### src/rtl/distance_avg_bcd.sv
// Distance smoothing and BCD conversion for the ultrasonic ranging path.
// Captures each new 9-bit distance (cm), keeps a 2^AVG_LOG2 moving average,
// converts the average to three BCD digits with a serial double-dabble and
// raises a proximity alarm. Define DIST_HYST_EN to give the alarm a
// hysteresis band of HYST_CM above ALARM_CM.
module distance_avg_bcd #(
    parameter int AVG_LOG2      = 2,
    parameter int SAMPLE_PERIOD = 7_000_000,
    parameter int ALARM_CM      = 10,
    parameter int HYST_CM       = 3
) (
    input  logic       clk,
    input  logic       reset,
    input  logic [8:0] distance,
    output logic [8:0] avg_distance,
    output logic [3:0] bcd_hundreds,
    output logic [3:0] bcd_tens,
    output logic [3:0] bcd_ones,
    output logic       bcd_valid,
    output logic       busy,
    output logic       alarm
);

    localparam int DEPTH = 1 << AVG_LOG2;
    localparam int PW    = (AVG_LOG2 > 0) ? AVG_LOG2 : 1;
    localparam int SW    = 9 + AVG_LOG2;
    localparam int CW    = $clog2(SAMPLE_PERIOD + 1);
    localparam logic [CW-1:0] PERIOD_LAST = CW'(SAMPLE_PERIOD - 1);
`ifdef DIST_HYST_EN
    localparam int HYST_EFF = HYST_CM;
`else
    // Without hysteresis the clear threshold collapses onto the set threshold.
    localparam int HYST_EFF = 0 * HYST_CM;
`endif
    localparam logic [8:0] SET_CM   = 9'(ALARM_CM);
    localparam logic [8:0] CLEAR_CM = 9'(ALARM_CM + HYST_EFF);

    typedef enum logic [1:0] {IDLE, ACCUM, CONVERT, DONE} state_t;

    state_t        state, next_state;
    logic [8:0]    last_distance;
    logic [8:0]    sample;
    logic [CW-1:0] period_cnt;
    logic          pending;
    logic          first;
    logic [8:0]    win [DEPTH];
    logic [PW-1:0] wr_ptr;
    logic [SW-1:0] sum;
    logic [SW-1:0] sum_next;
    logic [8:0]    avg_next;
    logic [3:0]    iter;
    logic [11:0]   bcd_sr;
    logic [8:0]    bin_sr;
    logic [20:0]   dd_adj;
    logic          sample_event;

    function automatic logic [3:0] add3(input logic [3:0] d);
        return (d >= 4'd5) ? d + 4'd3 : d;
    endfunction

    function automatic logic [PW-1:0] ptr_inc(input logic [PW-1:0] p);
        if (p == PW'(DEPTH - 1))
            return '0;
        return p + PW'(1);
    endfunction

    assign sample_event = (distance != last_distance) || (period_cnt == PERIOD_LAST);
    assign sum_next     = sum + SW'(sample) - SW'(win[wr_ptr]);
    assign avg_next     = first ? sample : 9'(sum_next >> AVG_LOG2);
    assign dd_adj       = {add3(bcd_sr[11:8]), add3(bcd_sr[7:4]), add3(bcd_sr[3:0]), bin_sr};

    // Track the previous input and the forced-sample period counter.
    always_ff @(posedge clk or posedge reset) begin
        if (reset) begin
            last_distance <= '0;
            period_cnt    <= '0;
        end else begin
            last_distance <= distance;
            period_cnt    <= sample_event ? '0 : period_cnt + CW'(1);
        end
    end

    // State register.
    always_ff @(posedge clk or posedge reset) begin
        if (reset)
            state <= IDLE;
        else
            state <= next_state;
    end

    // Next-state logic.
    always_comb begin
        next_state = state;
        case (state)
            IDLE:    if (sample_event || pending) next_state = ACCUM;
            ACCUM:   next_state = CONVERT;
            CONVERT: if (iter == 4'd8) next_state = DONE;
            DONE:    next_state = IDLE;
            default: next_state = IDLE;
        endcase
    end

    // Capture the sample when idle; remember one event that arrives while busy.
    always_ff @(posedge clk or posedge reset) begin
        if (reset) begin
            sample  <= '0;
            pending <= 1'b0;
        end else if (state == IDLE) begin
            if (sample_event || pending) begin
                sample  <= distance;
                pending <= 1'b0;
            end
        end else if (sample_event) begin
            pending <= 1'b1;
        end
    end

    // Moving-average window: preload on the first sample, else replace the oldest.
    always_ff @(posedge clk or posedge reset) begin
        if (reset) begin
            for (int i = 0; i < DEPTH; i++) win[i] <= '0;
            wr_ptr       <= '0;
            sum          <= '0;
            first        <= 1'b1;
            avg_distance <= '0;
        end else if (state == ACCUM) begin
            if (first) begin
                for (int i = 0; i < DEPTH; i++) win[i] <= sample;
                sum   <= SW'(sample) << AVG_LOG2;
                first <= 1'b0;
            end else begin
                win[wr_ptr] <= sample;
                sum         <= sum_next;
                wr_ptr      <= ptr_inc(wr_ptr);
            end
            avg_distance <= avg_next;
        end
    end

    // Serial double-dabble, digit/alarm update and status flags.
    always_ff @(posedge clk or posedge reset) begin
        if (reset) begin
            iter         <= '0;
            bcd_sr       <= '0;
            bin_sr       <= '0;
            bcd_hundreds <= '0;
            bcd_tens     <= '0;
            bcd_ones     <= '0;
            bcd_valid    <= 1'b0;
            busy         <= 1'b0;
            alarm        <= 1'b0;
        end else begin
            bcd_valid <= 1'b0;
            case (state)
                ACCUM: begin
                    busy   <= 1'b1;
                    iter   <= '0;
                    bcd_sr <= '0;
                    bin_sr <= avg_next;
                end
                CONVERT: begin
                    {bcd_sr, bin_sr} <= {dd_adj[19:0], 1'b0};
                    iter             <= iter + 4'd1;
                end
                DONE: begin
                    bcd_hundreds <= bcd_sr[11:8];
                    bcd_tens     <= bcd_sr[7:4];
                    bcd_ones     <= bcd_sr[3:0];
                    bcd_valid    <= 1'b1;
                    busy         <= 1'b0;
                    if (avg_distance < SET_CM)
                        alarm <= 1'b1;
                    else if (avg_distance >= CLEAR_CM)
                        alarm <= 1'b0;
                end
                default: ;
            endcase
        end
    end

endmodule

### config.mk
export PLATFORM = sky130hd
export DESIGN_NAME = distance_avg_bcd
export DESIGN_NICKNAME = d
export VERILOG_FILES = /design/src/rtl/distance_avg_bcd.sv
export SDC_FILE = /design/constraint.sdc
export NUM_CORES = 1
export LEC_CHECK = 0
export CORE_UTILIZATION = 57
export CTS_CLUSTER_SIZE = 16
export DETAILED_ROUTE_END_ITERATION = 10
export GPL_TIMING_DRIVEN = 0
export PLACE_DENSITY = 0.76
export SLEW_MARGIN = 20
export SYNTH_ARGS = -nofsm -noshare
export SYNTH_HDL_FRONTEND = slang
export SYNTH_SLANG_ARGS = --single-unit
### constraint.sdc
create_clock -name clk -period 9.5 [get_ports clk]
set_input_delay 1.425 -clock clk [delete_from_list [all_inputs] [get_ports clk]]
set_output_delay 1.425 -clock clk [all_outputs]
set_load 0.03 [all_outputs]
==> metrics.txt <==
# TYPE chip_impl_metric gauge
chip_impl_info{name="cts_root_buffer",value="sky130_fd_sc_hd__clkbuf_16"} 1
chip_impl_info{name="timing.hold.worst.class",value="reg -> reg"} 1
chip_impl_metric{name="nets",unit=""} 760
chip_impl_metric{name="max_freq",unit="GHz"} 0.2645
chip_impl_metric{name="final.min_clock_period",unit="ps"} 3780
chip_impl_metric{name="clock_insertion_delay_worst_skew",unit="ps"} 430
chip_impl_metric{name="pin_count_of_the_biggest_net_entering_global_routing",unit=""} 113
chip_impl_metric{name="dp_hpwl",unit="um"} 9739
chip_impl_metric{name="seq_area",unit="sq um"} 3354
chip_impl_metric{name="syn-cell-area",unit="sq um"} 6832
chip_impl_info{name="synth_top_family_by_area",value="compound AO/OA/AOI/OAI gates"} 1
chip_impl_metric{name="placedInstanceArea",unit="sq um"} 7386
chip_impl_metric{name="final.fill_count",unit=""} 844
chip_impl_info{name="violations",value="design-rule violations"} 1
chip_impl_metric{name="finalSetupViolCount",unit=""} 0
chip_impl_metric{name="cts-buffers-inserted",unit=""} 17
chip_impl_metric{name="detail_route.wirelength",unit="um"} 13890
chip_impl_metric{name="floorplan.io_pins",unit=""} 35
chip_impl_metric{name="critical_path.n_buffers_inverters",unit=""} 2
chip_impl_info{name="startpoint_class",value="flop"} 1
chip_impl_info{name="crit_path_end_kind",value="flop"} 1
chip_impl_metric{name="area_growth_syn_to_layout",unit="%"} 17.80
chip_impl_metric{name="cts_setup_buffers",unit=""} 0
chip_impl_metric{name="start_util",unit=""} 0.5907
chip_impl_metric{name="max_cap_viol_count",unit=""} 0
chip_impl_metric{name="fin_setup_tns",unit="ps"} 0
chip_impl_metric{name="synth_seq_cells",unit=""} 134
chip_impl_metric{name="pin_slew_with_the_least_headroom_to_its_limit",unit="ps"} 712.6
chip_impl_metric{name="critical_path_required",unit="ps"} 9790
chip_impl_metric{name="postCtsHoldBufs",unit=""} 0
chip_impl_metric{name="ys.warnings.count",unit=""} 0
chip_impl_metric{name="cts_h_tree_depth",unit=""} 4
chip_impl_metric{name="synth_area_per_cell",unit="sq um"} 10.41
chip_impl_metric{name="grt_pass1_vias",unit=""} 5041
chip_impl_metric{name="synth-xor-area-share",unit=""} 0.04872
chip_impl_metric{name="finalHoldViolations",unit=""} 0
chip_impl_metric{name="post_synth_fa_ha_maj_area_fraction",unit=""} 0.08132
chip_impl_metric{name="grt_overflow",unit=""} 0
chip_impl_info{name="result_of_the_run",value="finished with violations"} 1
chip_impl_info{name="crit_path_frequent_cell",value="sky130_fd_sc_hd__o21ai_0"} 1
chip_impl_metric{name="synth.lib_cells_used.distinct",unit=""} 52
chip_impl_metric{name="p_leak",unit="uW"} 0.003599
chip_impl_metric{name="routedWlPerCell",unit="um"} 16.04
chip_impl_metric{name="async_flop_share",unit=""} 1.000
chip_impl_metric{name="synth_edf_count",unit=""} 0
chip_impl_metric{name="worst_setup_skew_after_layout",unit="ps"} 12.27
chip_impl_metric{name="drc_errors",unit=""} 3
chip_impl_info{name="path_class",value="reg -> reg"} 1
chip_impl_metric{name="synth.mux.area_fraction",unit=""} 0.08535
chip_impl_metric{name="avgViaCountPerCell",unit=""} 5.700
chip_impl_metric{name="dieHeight",unit="um"} 111.5
chip_impl_metric{name="initial_drt_pass_iterations",unit=""} 8
chip_impl_info{name="grt_setup_unrepaired",value="no"} 1
chip_impl_metric{name="drtAntennaViolNets",unit=""} 0
chip_impl_metric{name="synthesized_instance_count",unit=""} 656
chip_impl_metric{name="synthesis.nets",unit=""} 706
chip_impl_metric{name="fraction_of_layout_instances_using_a_drive_strength_above_1",unit=""} 0.1217
chip_impl_metric{name="area_of_the_multi_input_gates",unit="sq um"} 3059
chip_impl_info{name="synthFlopType",value="sky130_fd_sc_hd__dfrtp_1"} 1
chip_impl_metric{name="final_worst_path_cycle_share",unit=""} 0.3979
chip_impl_metric{name="antennaDiodeCount",unit=""} 0
chip_impl_metric{name="power_density",unit="nW/um^2"} 283.0
chip_impl_info{name="worst_path_max_delay_cell",value="sky130_fd_sc_hd__fa_1"} 1
chip_impl_info{name="timing.critical_path.cells",value="clkbuf_1 -> mux4_2 -> fa_1 -> inv_1 -> ha_1 -> a211oi_1 -> o21ai_0 -> a31oi_1 -> xnor2_1 -> mux2i_1 -> o21ai_0"} 1
chip_impl_metric{name="cp.arrival",unit="ps"} 4070
chip_impl_metric{name="synth_simple_gate_area_share",unit=""} 0.1148
chip_impl_metric{name="power.ir.vdd_worst",unit="uV"} 186.3
chip_impl_metric{name="grt_first_pass_wirelength",unit="um"} 24050
chip_impl_metric{name="synth_sequential_area_ratio",unit=""} 0.4910
chip_impl_metric{name="floorplan.die.width",unit="um"} 111.5
chip_impl_info{name="kind_of_cell_adding_the_most_delay_to_the_critical_path",value="compound AO/OA/AOI/OAI gates"} 1
chip_impl_metric{name="synth-compound-area-share",unit=""} 0.1176
chip_impl_metric{name="cts.path.max_buffers",unit=""} 2
chip_impl_metric{name="port_buffers",unit=""} 34
chip_impl_metric{name="dr.first_iter.drc_count",unit=""} 268
chip_impl_metric{name="die_area",unit="sq um"} 12430
chip_impl_metric{name="clock_sinks",unit=""} 134
chip_impl_metric{name="dr_total_vias",unit=""} 4936
chip_impl_metric{name="grt_antenna_before_repair",unit=""} 0
chip_impl_metric{name="routabilityCongestion",unit=""} 0.8544
chip_impl_info{name="cts_tree",value="done"} 1
chip_impl_metric{name="cp_slowest_stage_delay",unit="ps"} 560
chip_impl_metric{name="cp_max_fo",unit=""} 10
chip_impl_metric{name="postCtsResizedCells",unit=""} 0
chip_impl_metric{name="finalMaxSlewViolations",unit=""} 0
chip_impl_metric{name="design.core.area",unit="sq um"} 11560
chip_impl_metric{name="maxSlewHeadroom",unit=""} 0.5217
chip_impl_metric{name="globalRouteTotalUtil",unit=""} 0.2491
chip_impl_metric{name="finalInstanceArea",unit="sq um"} 8048
chip_impl_metric{name="clk_transition_reported_paths",unit="ps"} 60
chip_impl_metric{name="fp-row-count",unit=""} 39
==> cell usage in the layout, fill, tap and decap left out, drive strengths merged, types with 7 or more instances in the layout <==
cell type        n
a21oi           19
a31oi            7
buf             12
clkbuf          38
clkdlybuf4s50   34
dfrtp          133
fa               9
ha              30
inv             74
mux2            29
mux4             9
nand2           58
nand3           15
nor2            53
nor2b            8
o21ai           66
o22ai           16
xnor2           22
xor2            16
==> area by class of cell <==
type                       instances  area share
multi-input combinational        420      0.3801
clock buffer                      18     0.05457
inverter                          71     0.03405
timing repair buffer              35     0.04571
clock inverter                    14     0.02767
buffer                            31     0.01881
tap                              143     0.02223
sequential                       134      0.4168
==> cells in the mapped netlist, drive strengths merged (6+ instances only) <==
master	n	area, sq um
nand2	58	217.7
nor2	53	198.9
a31oi	7	43.79
mux4	9	202.7
mux2	29	360.4
ha	30	375.4
nor3	6	30.03
xor2	16	140.1
buf	11	76.31
nand3	15	75.07
fa	9	180.2
clkbuf	20	75.07
o22ai	16	100.1
nor2b	8	50.05
dfrtp	133	3328
a21oi	19	95.09
o21ai	66	352.8
inv	71	266.5
xnor2	22	192.7
a211oi	6	45.04
nand4	6	37.54
==> through the flow <==
stage	util	cells	total power (uW)	worst slack, ps	hold WS (ps)
6_report	0.6959	866	2278	5720	469.7
5_1_grt	0.6959	866	2416	5474	510.3
4_1_cts	0.6959	866	2285	5799	469.3
3_5_place_dp	0.6386	834	1546	5800	461.8
3_3_place_gp	0.6356	833	1510	2855	440.0
2_1_floorplan	-	656	1332	4494	424.5
==> state kept, by name, indices dropped and copies added (netlist names), 2 cells and up <==
signal / flops
bcd_sr: 12
win: 36
avg_distance: 9
state: 2
wr_ptr: 2
sum: 2
bcd_tens: 4
iter: 4
last_distance: 9
bcd_hundreds: 4
bcd_ones: 4
bin_sr: 9
sample: 9
period_cnt: 23
==> report_power, final <==
| part | total, uW | switching [uW] | leakage (uW) | internal [uW] |
|---|---|---|---|---|
| clock | 730 | 255 | 0.000311 | 475 |
| sequential | 715 | 61.3 | 0.00168 | 653 |
| combinational | 833 | 449 | 0.00161 | 384 |
| total | 2280 | 766 | 0.00360 | 1510 |
==> layer usage <==
| layer | wire length (um) | vias to the layer above | global-route usage | part of all wire |
|---|---|---|---|---|
| met2 | 6605 | 120 | 0.3996 | 0.48 |
| met5 | 0 | - | 0 | 0 |
| met3 | 645 | 26 | 0.04736 | 0.046 |
| met4 | 295 | 0 | 0.1126 | 0.021 |
| met1 | 6348 | 2451 | 0.3319 | 0.46 |
| li1 | - | 2339 | - | - |
==> final timing paths <==
| path | startpoint | end | slack, ps | cells after the start |
|---|---|---|---|---|
| max | wr_ptr[1] | bin_sr[5] | 5720 | 11 |
| min | period_cnt[0] | period_cnt[0] | 470 | 1 |
| max reg2reg | wr_ptr[1] | bin_sr[5] | 5720 | 11 |
| min reg2reg | period_cnt[0] | period_cnt[0] | 470 | 1 |
| max in group asynchronous | reset | win[17] | 7380 | 3 |
| min in group asynchronous | reset | period_cnt[8] | 1330 | 2 |
==> logic make-up after synthesis <==
| family | Yosys count |
|---|---|
| xor+xnor | 38 |
| flops | 134 |
| fa+ha+maj | 39 |
| compound gates | 134 |
| mux | 40 |
| buf+inv | 102 |
| simple gates | 169 |
(Power assumes the default switching activity.)
